File: config.mk
export PLATFORM = sky130hd
export DESIGN_NAME = pcpu_dmem_ctrl_flat
export DESIGN_NICKNAME = d
export VERILOG_FILES = /design/src/rtl/pcpu_dmem_ctrl_if.sv /design/src/rtl/pcpu_dmem_ctrl.sv /design/src/flat_wrapper.sv
export SDC_FILE = /design/constraint.sdc
export NUM_CORES = 1
export LEC_CHECK = 0
export BUFFER_PORTS_ARGS = -buffer_cell sky130_fd_sc_hd__buf_2
export CORE_MARGIN = 2
export CORE_UTILIZATION = 46
export CTS_CLUSTER_SIZE = 14
export DETAILED_ROUTE_END_ITERATION = 8
export GPL_ROUTABILITY_DRIVEN = 1
export PLACE_DENSITY = 0.9
export SETUP_SLACK_MARGIN = 0.5
export SYNTH_ARGS = -nofsm -noshare
export SYNTH_HDL_FRONTEND = slang
export SYNTH_SLANG_ARGS = --single-unit
File: constraint.sdc
create_clock -name clk -period 5.3 [get_ports clk]
set_input_delay 0.53 -clock clk [delete_from_list [all_inputs] [get_ports clk]]
set_output_delay 0.53 -clock clk [all_outputs]
set_load 0.01 [all_outputs]
File: src/rtl/pcpu_dmem_ctrl_if.sv
// Bus bundle for the MEM-stage data-memory controller.
// Two groups of signals share this bundle:
//   - the CPU request/response signals;
//   - the single-port synchronous SRAM port.
// The slave modport is the controller itself. The master modport is
// everything around it: the pipeline that issues requests and the SRAM
// that returns ram_rdata.
interface pcpu_dmem_ctrl_if #(
  parameter int AW = 10
);
  logic          mem_rd;
  logic          mem_wr;
  logic [1:0]    mem_size;
  logic          mem_unsigned;
  logic [31:0]   addr;
  logic [31:0]   wdata;
  logic [31:0]   rdata;
  logic          stall;
  logic          err;
  logic          ram_en;
  logic          ram_we;
  logic [AW-1:0] ram_addr;
  logic [31:0]   ram_wdata;
  logic [31:0]   ram_rdata;

  modport slave (
    input  mem_rd, mem_wr, mem_size, mem_unsigned, addr, wdata, ram_rdata,
    output rdata, stall, err, ram_en, ram_we, ram_addr, ram_wdata
  );

  modport master (
    output mem_rd, mem_wr, mem_size, mem_unsigned, addr, wdata, ram_rdata,
    input  rdata, stall, err, ram_en, ram_we, ram_addr, ram_wdata
  );
endinterface

File: src/rtl/pcpu_dmem_ctrl.sv
// Data-memory responder for the CPU MEM stage.
// Executes loads and stores against a word-wide synchronous SRAM that has
// no byte enables:
//   - word stores complete in one cycle;
//   - loads take one extra cycle;
//   - byte and halfword stores take one extra cycle as read-modify-write.
// Optional build macro PCPU_DMEM_ALIGN_CHECK_EN: when defined, misaligned
// halfword and word requests are rejected like illegal ones. When it is
// undefined, such requests are force-aligned and proceed.
module pcpu_dmem_ctrl #(
  parameter int AW = 10
) (
  input logic              clk,
  input logic              rstn,
  pcpu_dmem_ctrl_if.slave  bus
);

  typedef enum logic [1:0] {IDLE, RD_WAIT, RMW_WR} state_t;

  state_t        state_q, state_d;
  logic [31:0]   hold_q;
  logic [AW-1:0] word_addr;
  logic          req, misalign, illegal;
  logic [31:0]   load_ext, merged;
  logic          en, we, stall, err;
  logic [31:0]   wd, rd_out;
  logic [AW-1:0] ram_addr;
  logic          unused_addr_bits;

  // Bits above the SRAM range are ignored, so the address wraps.
  assign word_addr        = bus.addr[AW+1:2];
  assign unused_addr_bits = ^bus.addr[31:AW+2];
  assign req              = bus.mem_rd | bus.mem_wr;

`ifdef PCPU_DMEM_ALIGN_CHECK_EN
  assign misalign = ((bus.mem_size == 2'b01) && bus.addr[0]) ||
                    ((bus.mem_size == 2'b10) && (bus.addr[1:0] != 2'b00));
`else
  // Misaligned halfword/word requests are force-aligned.
  // Halfword lanes only look at addr[1]; words ignore addr[1:0].
  assign misalign = 1'b0;
`endif

  assign illegal = req && ((bus.mem_rd && bus.mem_wr) ||
                           (bus.mem_size == 2'b11) || misalign);

  // Select the addressed lane of the SRAM word and extend it to 32 bits.
  always_comb begin
    logic [7:0]  b;
    logic [15:0] h;
    // NOTE: every variable assigned in a combinational block gets a value
    // on every path (defaults first); otherwise a latch is inferred.
    b = 8'h00;
    h = 16'h0000;
    load_ext = bus.ram_rdata;
    case (bus.mem_size)
      2'b00: begin
        case (bus.addr[1:0])
          2'd0:    b = bus.ram_rdata[7:0];
          2'd1:    b = bus.ram_rdata[15:8];
          2'd2:    b = bus.ram_rdata[23:16];
          default: b = bus.ram_rdata[31:24];
        endcase
        load_ext = bus.mem_unsigned ? {24'h0, b} : {{24{b[7]}}, b};
      end
      2'b01: begin
        h = bus.addr[1] ? bus.ram_rdata[31:16] : bus.ram_rdata[15:0];
        load_ext = bus.mem_unsigned ? {16'h0, h} : {{16{h[15]}}, h};
      end
      default: load_ext = bus.ram_rdata;
    endcase
  end

  // Merge the store data into the addressed lanes of the word just read.
  always_comb begin
    merged = bus.ram_rdata;
    if (bus.mem_size == 2'b00) begin
      case (bus.addr[1:0])
        2'd0:    merged[7:0]   = bus.wdata[7:0];
        2'd1:    merged[15:8]  = bus.wdata[7:0];
        2'd2:    merged[23:16] = bus.wdata[7:0];
        default: merged[31:24] = bus.wdata[7:0];
      endcase
    end else if (bus.addr[1]) begin
      merged[31:16] = bus.wdata[15:0];
    end else begin
      merged[15:0] = bus.wdata[15:0];
    end
  end

  // Next state and SRAM/pipeline controls.
  always_comb begin
    state_d  = state_q;
    en       = 1'b0;
    we       = 1'b0;
    wd       = 32'h0;
    stall    = 1'b0;
    err      = 1'b0;
    ram_addr = '0;
    rd_out   = hold_q;
    case (state_q)
      IDLE: begin
        if (req) begin
          ram_addr = word_addr;
          if (illegal) begin
            err = 1'b1;
          end else if (bus.mem_wr && (bus.mem_size == 2'b10)) begin
            en = 1'b1;
            we = 1'b1;
            wd = bus.wdata;
          end else begin
            en      = 1'b1;
            stall   = 1'b1;
            state_d = bus.mem_rd ? RD_WAIT : RMW_WR;
          end
        end
      end
      RD_WAIT: begin
        ram_addr = word_addr;
        rd_out   = load_ext;
        state_d  = IDLE;
      end
      RMW_WR: begin
        ram_addr = word_addr;
        en       = 1'b1;
        we       = 1'b1;
        wd       = merged;
        state_d  = IDLE;
      end
      default: state_d = IDLE;
    endcase
  end

  // Reset forces the SRAM strobes and pipeline outputs inactive immediately,
  // which also aborts a write that was due in RMW_WR.
  assign bus.ram_en    = en & rstn;
  assign bus.ram_we    = we & rstn;
  assign bus.ram_wdata = rstn ? wd : 32'h0;
  assign bus.ram_addr  = rstn ? ram_addr : '0;
  assign bus.stall     = stall & rstn;
  assign bus.err       = err & rstn;
  assign bus.rdata     = rd_out;

  // State register and load-result hold register.
  always_ff @(posedge clk or negedge rstn) begin
    // NOTE: sequential state uses non-blocking assignments so every register
    // samples its pre-edge value, independent of statement order.
    if (!rstn) begin
      state_q <= IDLE;
      hold_q  <= 32'h0;
    end else begin
      state_q <= state_d;
      if (state_q == RD_WAIT) hold_q <= load_ext;
    end
  end

endmodule

File: src/flat_wrapper.sv
// flat-port wrapper written by rule: the top's interface ports become plain ports
module pcpu_dmem_ctrl_flat 
#(
  parameter int AW = 10
)
  (clk, rstn, bus_mem_rd, bus_mem_wr, bus_mem_size, bus_mem_unsigned, bus_addr, bus_wdata, bus_ram_rdata, bus_rdata, bus_stall, bus_err, bus_ram_en, bus_ram_we, bus_ram_addr, bus_ram_wdata);
  pcpu_dmem_ctrl_if #(.AW(AW)) bus_i ();
  input logic clk;
  input logic rstn;
  input wire logic [$bits(bus_i.mem_rd)-1:0] bus_mem_rd;
  input wire logic [$bits(bus_i.mem_wr)-1:0] bus_mem_wr;
  input wire logic [$bits(bus_i.mem_size)-1:0] bus_mem_size;
  input wire logic [$bits(bus_i.mem_unsigned)-1:0] bus_mem_unsigned;
  input wire logic [$bits(bus_i.addr)-1:0] bus_addr;
  input wire logic [$bits(bus_i.wdata)-1:0] bus_wdata;
  input wire logic [$bits(bus_i.ram_rdata)-1:0] bus_ram_rdata;
  output wire logic [$bits(bus_i.rdata)-1:0] bus_rdata;
  output wire logic [$bits(bus_i.stall)-1:0] bus_stall;
  output wire logic [$bits(bus_i.err)-1:0] bus_err;
  output wire logic [$bits(bus_i.ram_en)-1:0] bus_ram_en;
  output wire logic [$bits(bus_i.ram_we)-1:0] bus_ram_we;
  output wire logic [$bits(bus_i.ram_addr)-1:0] bus_ram_addr;
  output wire logic [$bits(bus_i.ram_wdata)-1:0] bus_ram_wdata;
  assign bus_i.mem_rd = bus_mem_rd;
  assign bus_i.mem_wr = bus_mem_wr;
  assign bus_i.mem_size = bus_mem_size;
  assign bus_i.mem_unsigned = bus_mem_unsigned;
  assign bus_i.addr = bus_addr;
  assign bus_i.wdata = bus_wdata;
  assign bus_i.ram_rdata = bus_ram_rdata;
  assign bus_rdata = bus_i.rdata;
  assign bus_stall = bus_i.stall;
  assign bus_err = bus_i.err;
  assign bus_ram_en = bus_i.ram_en;
  assign bus_ram_we = bus_i.ram_we;
  assign bus_ram_addr = bus_i.ram_addr;
  assign bus_ram_wdata = bus_i.ram_wdata;
  pcpu_dmem_ctrl #(.AW(AW)) u_core (.clk(clk), .rstn(rstn), .bus(bus_i));
endmodule
==> After elaboration in Yosys (flattened, before gate mapping) <==
Index checks and enable logic that the tools add are counted.
{ "word_totals": {"elab_cells": 67, "register_bits": 34, "output_inout_bits": 78, "input_bits": 103} }
{ "op_classes": {"bitwise_logic": 5, "reduce_logical": 10, "n_eq_ne": 10, "muxes": 40} }
{ "ops": {"columns": ["cell", "count"], "rows": [
  ["$mux 32", 8],
  ["$pmux 32 s2", 2],
  ["$mux 16", 3],
  ["$mux 8", 4],
  ["$pmux 8 s3", 1],
  ["$mux 10", 2],
  ["$pmux 10 s2", 1],
  ["$mux 1", 12],
  ["$mux 2", 5],
  ["$eq 2x2->1 const B", 4],
  ["$eq 2x1->1 const B", 3],
  ["$logic_not 2->1", 3],
  ["$and 1x1->1", 4],
  ["$ne 2x2->1 const B", 2],
  ["$pmux 1 s2", 2],
  ["$logic_and 1x1->1", 3],
  ["$reduce_and 3->1", 1],
  ["$reduce_or 3->1", 1],
  ["$ne 2x1->1 const B", 1],
  ["$reduce_or 2->1", 1],
  ["$logic_or 1x1->1", 1],
  ["$or 1x1->1", 1]
]} }

==> Depth between registers and ports, before layout <==
Gate-level depths: netlist of the first run.
{ "logic_depth": {"depth_word": 7, "depth_mapped": 8, "depth_no_buf": 6} }

==> Worst setup path after synthesis of the first run <==
Ideal clock, no wire load.
{ "synth_timing": {"path_kind": "input to output", "start": "in bus_addr[1]", "end": "out bus_rdata[20]", "setup_slack_ps": 2984, "t_required_ps": 4770, "t_arrival_ps": 1786, "path_stages": 6, "path_buffers": 2, "cell_sequence": "buf_2 -> or3b_1 -> o22ai_2 -> o21ai_2 -> buf_2 -> a21oi_1"} }
{ "synth_via": {"elab_chain_cells": 5, "word_cells_on_any_way": 9, "classes_between": "eq/ne: 2; mux: 6; reduce/logical: 1"} }
{ "synth_rtl": {"columns": ["item", "line_no", "text"], "rows": [
  ["start: declaration", "flat_wrapper.sv:14", "input wire logic [$bits(bus_i.addr)-1:0] bus_addr;"],
  ["$eq 2x2->1 (tied with other cells)", "pcpu_dmem_ctrl.sv:58", "case (bus.addr[1:0])"],
  ["$pmux 8 s3", "pcpu_dmem_ctrl.sv:58", null],
  ["$mux 32", "pcpu_dmem_ctrl.sv:64", "load_ext = bus.mem_unsigned ? {24'h0, b} : {{24{b[7]}}, b};"],
  ["$pmux 32 s2 *", "pcpu_dmem_ctrl.sv:56", "case (bus.mem_size)"],
  ["$mux 32 *", "pcpu_dmem_ctrl.sv:101", "case (state_q)"],
  ["end: declaration", "flat_wrapper.sv:17", "output wire logic [$bits(bus_i.rdata)-1:0] bus_rdata;"]
]} }
Mark *: on every way between the ends. The rest lies on a longest branch, timed or not.

==> Worst setup path in the final report of the first run <==
{ "layout_timing": {"start": "in bus_mem_size[1]", "end": "out bus_ram_wdata[28]"} }
{ "layout_via": {"elab_chain_cells": 7, "word_cells_on_any_way": 12, "classes_between": "eq/ne: 2; mux: 6; reduce/logical: 4"} }
{ "layout_rtl": {"columns": ["item", "line_no", "text"], "rows": [
  ["start: declaration", "flat_wrapper.sv:12", "input wire logic [$bits(bus_i.mem_size)-1:0] bus_mem_size;"],
  ["$eq 2x2->1, on equally long branches", "pcpu_dmem_ctrl.sv:107, pcpu_dmem_ctrl.sv:45", null],
  ["$logic_and 1x1->1 or $logic_or 1x1->1 (tied branches)", "pcpu_dmem_ctrl.sv:107, pcpu_dmem_ctrl.sv:44", null],
  ["$mux 32 or $logic_and 1x1->1 (tied branches)", "pcpu_dmem_ctrl.sv:107, pcpu_dmem_ctrl.sv:44", null],
  ["$mux 32", "pcpu_dmem_ctrl.sv:105", "if (illegal) begin"],
  ["$mux 32", "pcpu_dmem_ctrl.sv:103", "if (req) begin"],
  ["$pmux 32 s2 *", "pcpu_dmem_ctrl.sv:101", null],
  ["$mux 32 *", "pcpu_dmem_ctrl.sv:138", "assign bus.ram_wdata = rstn ? wd : 32'h0;"],
  ["end: declaration", "flat_wrapper.sv:23", "output wire logic [$bits(bus_i.ram_wdata)-1:0] bus_ram_wdata;"]
]} }
Marked as above.

==> run metrics, run 1 <==
Seq/Total Area, Yosys 0.3062; CP cell instances buf_2 > and4bb_1 > and3_1 > nand2_1 > o21ai_1 > buf_2; worst slack at placement 2.082 ns; Design Area, Final between 0.003 and 0.004 mm^2; Die H 81.73 um; antenna-violating nets left 0; Post CTS Setup Buffer Count 0; Leakage about 1.8 nW; CTS Hold Bufs 0; starting density of the core 0.4722; setup TNS 0 ns; Synth Instances between 300 and 400; FMAX just over 0.3 GHz; DRC viols 0; CP max FO 51; synth top area cells dfrtp_1 31%, nand2_1 8.5%, nor2_1 5.7%, a21oi_1 5.4%, nor2b_1 4.7%; reported net switching power 0.6942 mW; Final Max Slew Viols 0; Worst-Margin Slew 0.9658 ns; num rows 28; crit share post-route 0.6236; hold crit path type input pin to asynchronous set/reset pin; Startpoint Class input pin; clock tree buffer depth 2; IR Drop Worst-Case VDD 0.2899 mV; Clock Skew slightly above 0.005 ns; total number of vias 3600; fraction of power consumed by sequential logic 0.277; Hold Fails Final Rpt 0; syn_nets between 400 and 500; WP data arrival 2.77 ns; Net Sw Frac 0.4430; core area roughly 0.0059 mm^2; GRT Total Usage 0.3307; Wirelength per Cell 18.09 um; final RePlAce weighted congestion around 0.95; CTS Buf Count 5; Area after DPL approximately 0.0036 mm^2; HPWL Detailed slightly below 8000 um; largest family of logic cells by synthesized area compound AO/OA/AOI/OAI gates; clock latency on the worst-skew pair 0.28 ns; status complete, no violations; syn_area_per_cell approximately 7.2 um^2; Mapped Area around 0.0028 mm^2; CP top delay family simple AND/OR/NAND/NOR gates; cell with the most instances on the worst path buf_2; H-tree Lvls 2; Critical Path RT roughly 4.8 ns; pwr dens about 430 mW/mm^2; slowest CP cell and3_1; Top FF cell, synth dfrtp_1; Antenna diodes 0; critical path type input pin to primary output; Max-Cap Viols 0; initial antenna violation count 0; DRT iter0 DRCs 526; vias in the first global route roughly 3400; input/output buffers 160; Synth Area in XOR/XNOR 0.003152; global-route congestion overflow total 0; Layout area overhead 32.64%; P_int 0.8729 mW; proportion of synthesized area in mux cells 0.01486; Yosys top cell by area dfrtp_1; R2R cell count 6; combinational fraction of design power 0.567; Post-Synth Adder-Cell Area 0.01801; RSZ-0062 raised after global routing false; largest net degree at the start of global routing 52; CTS tree done; Worst R2R Start u_core.state_q[1]; max_slew headroom 0.3561; Buf/Inv on CP 2; Synth Area in Compound Gates 0.3219; Yosys top cell area share 0.3062; Final Setup Violations 0; final WL 10910 um; Synth cell types 43; count of cells resized by post-cts repair 0; CTS root buf clkbuf_8; clock slew seen by the registers of the worst setup and hold paths 0.07 ns; Tmin final 3.305 ns; worst reg2reg setup slack slightly above 3 ns; final core utilization 0.6263; async set-reset flop share out of synthesis 1.000; worst r2r dst u_core.hold_q[18]; Pre-antenna DRT Iters 5; IO Pins around 180; layout cells sized above 1 0.3371; Die X between 80 and 90 um; clock power share 0.156; CP endpoint kind primary output; slowest stage delay, CP between 0.8 and 0.9 ns; total power between 1.5 and 2 mW; final worst slack about 2.0 ns; clock sink count 34; first-pass GRT wire length approximately 17000 um; Post-Synth Simple-Gate Area 0.2756; net count of the finished layout 635; Post-synth EDFFs 0; Via-to-Cell Ratio between 5 and 6; die area about 0.0067 mm^2; Synth Register Bits 34; Syn. warnings 0; Commonest cells post-synth 63 x nand2_1, 42 x nor2_1, 34 x dfrtp_1; top-count cell post-synth nand2_1
==> metal layers <==
layer / wire length (um) / vias to the layer above / track usage
met5: 0 / - / 0
met4: 535 / 0 / 0.1733
li1: - / 1647 / -
met3: 1249 / 64 / 0.06484
met1: 3948 / 1629 / 0.4277
met2: 5177 / 260 / 0.5220
==> cell usage in the layout (no fill, tap or decap), drive strengths merged, types with 3 or more instances in the layout <==
master / n
dfrtp: 34
a22o: 9
o21ai: 46
nand2b: 3
clkbuf: 6
nor3b: 3
or2: 9
o22ai: 9
ha: 4
a32oi: 7
inv: 13
nand2: 63
and2: 13
a31oi: 7
o32ai: 7
buf: 162
nor2: 42
a21oi: 32
a22oi: 10
nor2b: 21
o221ai: 6
mux2i: 3
==> power groups by stage <==
| stage | registers (mW) | logic (mW) | clock network, mW |
|---|---|---|---|
| after floorplan | 0.422 | 0.532 | 0 |
| after global placement | 0.429 | 0.849 | 0 |
| after detailed placement | 0.437 | 0.873 | 0 |
| after CTS | 0.433 | 0.881 | 0.243 |
| after global routing | 0.446 | 0.973 | 0.256 |
| final | 0.434 | 0.889 | 0.244 |
==> state kept, by name, summed over array words and instances, names as in the netlist <==
register	count
u_core.state_q	2
u_core.hold_q	32
==> final cells by class <==
class                      count  area (um^2)
fill                         530         2200
timing repair buffer         162        815.8
clock buffer                   6        82.58
multi-input combinational    311         1760
clock inverter                 1        30.03
tap                           75        93.84
inverter                      14        52.55
sequential                    34        850.8
==> worst max path at each step <==
| stage | slack [ns] | depth (start not counted) | from | to |
|---|---|---|---|---|
| floorplan | 2.98 | 6 | bus_addr[1] | bus_rdata[20] |
| global placement | 2.10 | 6 | bus_mem_size[1] | bus_ram_wdata[28] |
| detailed placement | 2.08 | 6 | bus_mem_size[1] | bus_ram_wdata[28] |
| CTS | 2.05 | 6 | bus_mem_size[1] | bus_ram_wdata[28] |
| global route | 1.86 | 6 | bus_mem_size[1] | bus_ram_wdata[15] |
| finish | 2.00 | 6 | bus_mem_size[1] | bus_ram_wdata[28] |
==> kinds of logic (layout without fill, tap and decap cells) <==
kind of cell | after synthesis | after routing
compound gates | 140 | 140
xor+xnor | 1 | 1
flops | 34 | 34
simple gates | 162 | 162
fa+ha+maj | 4 | 4
buf+inv | 42 | 183
mux | 4 | 4
==> metrics by stage <==
| step | instances | hold slack [ns] |
|---|---|---|
| 6_report | 603 | 0.2955 |
| 5_1_grt | 603 | 0.3319 |
| 4_1_cts | 603 | 0.3047 |
| 3_5_place_dp | 596 | 0.5222 |
| 3_3_place_gp | 596 | 0.5169 |
| 2_1_floorplan | 387 | 0.2344 |
Note: power is estimated with default switching activity, not from simulation.
==> inputs of run 2 (changes only) <==
Settings changed: CORE_UTILIZATION 46 to 43, PLACE_DENSITY 0.9 to 0.85.
Clock period 5.3 ns to 3.3 ns, I/O delays scaled along.
==> run metrics, run 2 (same netlist as run 1, synthesis figures left out) <==
status complete, no violations (unchanged); HPWL Detailed 8163 um (was 7916 um); worst reg2reg setup slack 1.30 ns (was 3.11 ns); input/output buffers 160 (unchanged); DRC viols 0 (unchanged); Antenna diodes 0 (unchanged); Hold Fails Final Rpt 0 (unchanged); Critical Path RT 2.97 ns (was 4.77 ns); CP endpoint kind primary output (unchanged); Final Setup Violations 0 (unchanged); IO Pins 181 (unchanged); Via-to-Cell Ratio 5.841 (was 5.970); launch point of the worst path rstn (was bus_mem_size[1]); Max-Cap Viols 0 (unchanged); largest net degree at the start of global routing 36 (was 52); CP top delay family buffers and inverters (was simple AND/OR/NAND/NOR gates); hold crit path type input pin to flip-flop (was input pin to asynchronous set/reset pin); Buf/Inv on CP 3 (was 2); register area 850.8 um^2 (unchanged); CTS root buf clkbuf_8 (unchanged); antenna-violating nets left 0 (unchanged); cell with the most instances on the worst path buf_2 (unchanged); H-tree Lvls 2 (unchanged); Die H 84.39 um (was 81.73 um); core area 0.006314 mm^2 (was 0.005886 mm^2); crit share post-route 0.8048; die area 0.007122 mm^2 (was 0.006679 mm^2); worst r2r dst u_core.hold_q[18] (unchanged); slowest CP cell dlygate4sd3_1 (was and3_1); vias in the first global route 3331 (was 3371); initial antenna violation count 0 (unchanged); Top reg by flops u_core.hold_q (unchanged); Post CTS Setup Buffer Count 0 (unchanged); Leakage 1.843 nW (was 1.838 nW); net count of the finished layout 639 (was 635); max FFs per register 32 (unchanged); clock slew seen by the registers of the worst setup and hold paths 0.07 ns (about the same); max_slew headroom 0.4955 (was 0.3561); RSZ-0062 raised after global routing false (unchanged); global-route congestion overflow total 0 (unchanged); biggest regs u_core.hold_q x32, u_core.state_q x2 (unchanged); Filler cells 627 (was 530); Final Max Slew Viols 0 (unchanged); Multi-input gate area 0.001764 mm^2 (was 0.001760 mm^2); clock sink count 34 (unchanged); CTS tree done (unchanged); starting density of the core 0.4402 (was 0.4722); Placed Cells 601 (was 596); CP Depth 7 (was 6); num rows 29 (was 28); most common cell after layout, fill and taps aside buf_2 (unchanged); critical path type input pin to primary output (unchanged); layout cells sized above 1 0.3440 (was 0.3371); setup TNS 0 ns (unchanged); Pre-antenna DRT Iters 5 (unchanged); clock tree buffer depth 2 (unchanged); CTS Buf Count 5 (unchanged); first-pass GRT wire length 16920 um (was 16820 um); CP max FO 14 (was 51); FMAX around 0.38 GHz; Clock Skew 0.004247 ns (was 0.005111 ns); slowest stage delay, CP 0.52 ns (was 0.82 ns); GRT Total Usage 0.2890 (was 0.3307); pwr dens 655.9 mW/mm^2 (was 425.2 mW/mm^2); Worst-Margin Slew 0.7551 ns (was 0.9658 ns); Startpoint Class input pin (unchanged); Wirelength per Cell 17.57 um (was 18.09 um); Cell Count, Final, Fillers Out 609 (was 603); hold_ws 0.2930 ns (was 0.2955 ns); R2R cell count 5 (was 6); DRT iter0 DRCs 285 (was 526); total number of vias 3557 (was 3600); IR Drop Worst-Case VDD 0.2817 mV (was 0.2899 mV); Worst R2R Start u_core.state_q[1] (unchanged); Layout area overhead 32.96% (was 32.64%); final WL 10700 um (was 10910 um); WP data arrival 2.33 ns (was 2.77 ns); final RePlAce weighted congestion 0.9459 (was 0.9454); most frequent cells in the layout 160 x buf_2, 63 x nand2_1, 42 x nor2_1, 34 x dfrtp_1, 30 x a21oi_1 (unchanged); CP cell instances dlygate4sd3_1 > buf_2 > and2_1 > and3_1 > a22oi_1 > nand2_1 > buf_2 (was buf_2 > and4bb_1 > and3_1 > nand2_1 > o21ai_1 > buf_2); Die X 84.39 um (was 81.73 um); clock latency on the worst-skew pair 0.29 ns (was 0.28 ns); crit path to bus_ram_wdata[23] (was bus_ram_wdata[28]); Tmin final between 2 and 3 ns
run 2: through the flow:
step                      total power [mW]  setup WS [ns]  instance area (um^2)  utilization
final                                2.424         0.6442                  3695       0.5852
after global routing                 2.587         0.5209                  3695       0.5852
after CTS                            2.415         0.6357                  3690       0.5844
after detailed placement             2.111         0.7562                  3598       0.5700
after global placement               2.065         0.8321                  3598       0.5700
after floorplan                      1.532          1.280                  2779            -
run 2: per-layer routing:
layer  vias to the layer above  wire length [um]  global-route usage
met5                         -                 0                   0
met4                         0               132             0.07359
met3                        22              1110             0.03736
met2                       220              5096              0.4791
met1                      1658              4361              0.4012
li1                       1657                 -                   -
run 2: how the worst min path moves through the flow:
stage / startpoint / cells past startpoint / end
5_1_grt: bus_mem_wr / 2 / u_core.state_q[0]
6_report: bus_mem_wr / 2 / u_core.state_q[0]
4_1_cts: bus_mem_wr / 2 / u_core.state_q[0]
3_5_place_dp: rstn / 1 / u_core.hold_q[0]
2_1_floorplan: rstn / 0 / u_core.hold_q[0]
3_3_place_gp: rstn / 1 / u_core.hold_q[0]
run 2: worst register-to-register path, cell delays in order (launching register included):
cell,delay (ns)
dfrtp_1,0.43
inv_1,0.13
ha_2,0.40
o21ai_1,0.14
o21ai_2,0.55
a21oi_1,0.20
run 2: layout make-up:
cell class	instances	area share
clock buffer	5	0.01863
sequential	34	0.2303
tap	77	0.02608
inverter	14	0.01422
multi-input combinational	311	0.4775
clock inverter	2	0.002709
timing repair buffer	166	0.2306
run 2: what timing repair did:
action                                 4_1_cts  5_1_grt
gates resized for setup                      1        2
pin swaps                                    0        0
setup endpoints to repair                   14        4
endpoints found under the hold margin        8        0
hold buffers                                 1        0
run 2: where the power goes:
group          switching, mW  internal (mW)  total, mW  leakage [nW]
Sequential            0.0684          0.624      0.692         0.398
Clock                  0.160          0.142      0.302        0.0438
Combinational          0.882          0.547       1.43          1.40
==> inputs of run 3 (changes only) <==
Settings changed: ABC_AREA from default to 1, CORE_UTILIZATION 43 to 42, PLACE_DENSITY 0.85 to 0.82.
Clock period 3.3 ns to 2.15 ns, I/O delays scaled along.
==> run metrics, run 3 <==
pwr dens 827.1 mW/mm^2 (was 655.9 mW/mm^2); H-tree Lvls 2 (unchanged); clock power share 0.126 (was 0.125); worst slack at placement 0.01347 ns (was 0.7562 ns); Yosys top cell area share 0.2442 (was 0.3062); fraction of power consumed by sequential logic 0.237 (was 0.286); input/output buffers 160 (unchanged); Startpoint Class flip-flop (was input pin); Die H 95.09 um (was 84.39 um); DRT iter0 DRCs 319 (was 285); clock tree buffer depth 2 (unchanged); vias in the first global route 4223 (was 3331); Design Area, Final 0.005283 mm^2 (was 0.003695 mm^2); Final Max Slew Viols 0 (unchanged); Tmin final roughly 2.1 ns; worst r2r dst u_core.hold_q[3] (was u_core.hold_q[18]); Antenna diodes 0 (unchanged); worst reg2reg setup slack 0.64 ns (was 1.30 ns); most frequent cells in the layout 159 x buf_2, 157 x nand2_1, 78 x nand3_1, 54 x inv_1, 48 x a21oi_1 (was 160 x buf_2, 63 x nand2_1, 42 x nor2_1, 34 x dfrtp_1, 30 x a21oi_1); biggest regs u_core.hold_q x32, u_core.state_q x2 (unchanged); syn_area_per_cell 5.769 um^2 (was 7.181 um^2); Worst R2R Start u_core.state_q[1] (unchanged); antenna-violating nets left 0 (unchanged); global-route congestion overflow total 0 (unchanged); HPWL Detailed 10020 um (was 8163 um); CTS Buf Count 5 (unchanged); net count of the finished layout 888 (was 639); core area 0.008134 mm^2 (was 0.006314 mm^2); GRT Total Usage 0.3031 (was 0.2890); final RePlAce weighted congestion 0.9165 (was 0.9459); first-pass GRT wire length 21400 um (was 16920 um); syn_nets 711 (was 494); Post-synth EDFFs 0 (unchanged); Critical Path RT 1.93 ns (was 2.97 ns); final core utilization 0.6494 (was 0.5852); top-count cell post-synth nand2_1 (unchanged); Yosys top cell by area dfrtp_1 (unchanged); reported net switching power 1.912 mW (was 1.111 mW); critical path type flip-flop to primary output (was input pin to primary output); Mapped Area 0.003485 mm^2 (was 0.002779 mm^2); Top reg by flops u_core.hold_q (unchanged); synth top area cells dfrtp_1 24%, nand2_1 19%, a21oi_1 11%, nand3_1 11%, inv_1 6.4% (was dfrtp_1 31%, nand2_1 8.5%, nor2_1 5.7%, a21oi_1 5.4%, nor2b_1 4.7%); final worst slack 0.06584 ns (was 0.6442 ns); IR Drop Worst-Case VDD 0.8142 mV (was 0.2817 mV); crit share post-route 0.9694; Wirelength per Cell 16.49 um (was 17.57 um); Layout area overhead 51.60% (was 32.96%); hold_ws 0.02135 ns (was 0.2930 ns); die area 0.009041 mm^2 (was 0.007122 mm^2); combinational fraction of design power 0.637 (was 0.590); total number of vias 4873 (was 3557); Die X 95.09 um (was 84.39 um); Synth cell types 22 (was 43); layout cells sized above 1 0.4041 (was 0.3440); clock latency on the worst-skew pair 0.29 ns (about the same); Leakage 2.776 nW (was 1.843 nW); Max-Cap Viols 0 (unchanged); status complete, no violations (unchanged); Area after DPL 0.004518 mm^2 (was 0.003598 mm^2); final WL 14620 um (was 10700 um); clock slew seen by the registers of the worst setup and hold paths 0.07 ns (about the same); CP endpoint kind primary output (unchanged); CP max FO 8 (was 14); Placed Cells 850 (was 601); IO Pins 181 (unchanged); FMAX 0.4798 GHz; Commonest cells post-synth 176 x nand2_1, 80 x a21oi_1, 78 x nand3_1 (was 63 x nand2_1, 42 x nor2_1, 34 x dfrtp_1); num rows 33 (was 29); initial antenna violation count 0 (unchanged); hold crit path type input pin to asynchronous set/reset pin (was input pin to flip-flop); clock sink count 34 (unchanged); Final Setup Violations 0 (unchanged); Via-to-Cell Ratio 5.494 (was 5.841); most common cell after layout, fill and taps aside buf_2 (unchanged); Cell Count, Final, Fillers Out 887 (was 609); max_slew headroom 0.6388 (was 0.4955); Top FF cell, synth dfrtp_1 (unchanged); Clock Skew 0.007803 ns (was 0.004247 ns); async set-reset flop share out of synthesis 1.000 (unchanged); starting density of the core 0.4284 (was 0.4402); R2R cell count 8 (was 5); CTS root buf clkbuf_8 (unchanged); Seq/Total Area, Yosys 0.2442 (was 0.3062); max FFs per register 32 (unchanged); Net Sw Frac 0.4377 (was 0.4585); CTS tree done (unchanged); Syn. warnings 0 (unchanged); Hold Fails Final Rpt 0 (unchanged); Synth Register Bits 34 (unchanged); total power 4.369 mW (was 2.424 mW); Worst-Margin Slew 0.5399 ns (was 0.7551 ns); P_int 2.457 mW (was 1.312 mW); largest net degree at the start of global routing 34 (was 36); Synth Instances 604 (was 387); RSZ-0062 raised after global routing true (was false); setup TNS 0 ns (unchanged); WP data arrival 1.87 ns (was 2.33 ns); DRC viols 0 (unchanged); Pre-antenna DRT Iters 6 (was 5)
-- run 3: worst max-delay path by stage --
stage          slack [ns]               from  depth (start not counted)               end
3_3_place_gp         0.09    bus_mem_size[1]                          7     bus_rdata[14]
2_1_floorplan        0.52  u_core.state_q[0]                          6   bus_ram_addr[0]
6_report             0.07  u_core.state_q[1]                          9  bus_ram_wdata[0]
4_1_cts              0.16  u_core.state_q[0]                          9  bus_ram_wdata[1]
3_5_place_dp         0.01    bus_mem_size[1]                          7     bus_rdata[14]
5_1_grt             0.002  u_core.state_q[0]                          9  bus_ram_wdata[0]
-- run 3: kinds of logic (layout without fill, tap and decap cells) --
| family | Yosys count | in the layout | synth area share |
|---|---|---|---|
| AOI/OAI and AO/OA | 137 | 137 | 0.2093 |
| adders and majority gates | 4 | 4 | 0.01436 |
| buffers and inverters | 100 | 275 | 0.1160 |
| DFF | 34 | 34 | 0.2442 |
| and+or+nand+nor | 329 | 332 | 0.4162 |
-- run 3: cell type report --
type / count / area [um^2]
clock buffer: 8 / 110.1
fill: 769 / 2851
inverter: 63 / 246.5
multi-input combinational: 473 / 2635
sequential: 34 / 850.8
tap: 105 / 131.4
timing repair buffer: 204 / 1309
-- run 3: per-layer routing --
layer | vias to the layer above | wire length (um) | track usage
met5 | - | 0 | 0
met4 | 0 | 360 | 0.1087
met3 | 30 | 1261 | 0.03399
met2 | 273 | 6895 | 0.4800
met1 | 2228 | 6105 | 0.4269
li1 | 2342 | - | -
-- run 3: power groups by stage --
stage / Clock [mW] / Sequential, mW / Combinational, mW
2_1_floorplan: 0 / 1.01 / 1.40
3_3_place_gp: 0 / 1.02 / 2.19
3_5_place_dp: 0 / 1.04 / 2.24
4_1_cts: 0.553 / 1.03 / 2.53
5_1_grt: 0.603 / 1.07 / 3.03
6_report: 0.551 / 1.04 / 2.78
-- run 3: repair_timing --
| action | CTS | global route |
|---|---|---|
| setup buffers | 9 | 9 |
| setup endpoints to repair | 78 | 78 |
| endpoints found under the hold margin | 2 | 0 |
| pin swaps | 10 | 18 |
| gates cloned | 5 | 3 |
| hold buffers | 3 | 0 |
| resized for setup | 44 | 48 |
-- run 3: worst max-delay path: stages, from the launching register on --
cell and delay, ns:
dfrtp_1 0.41, inv_2 0.10, ha_4 0.15, inv_4 0.05, nor3_4 0.16, buf_6 0.16
clkbuf_16 0.18, nand2_4 0.04, a21oi_1 0.16, buf_2 0.16
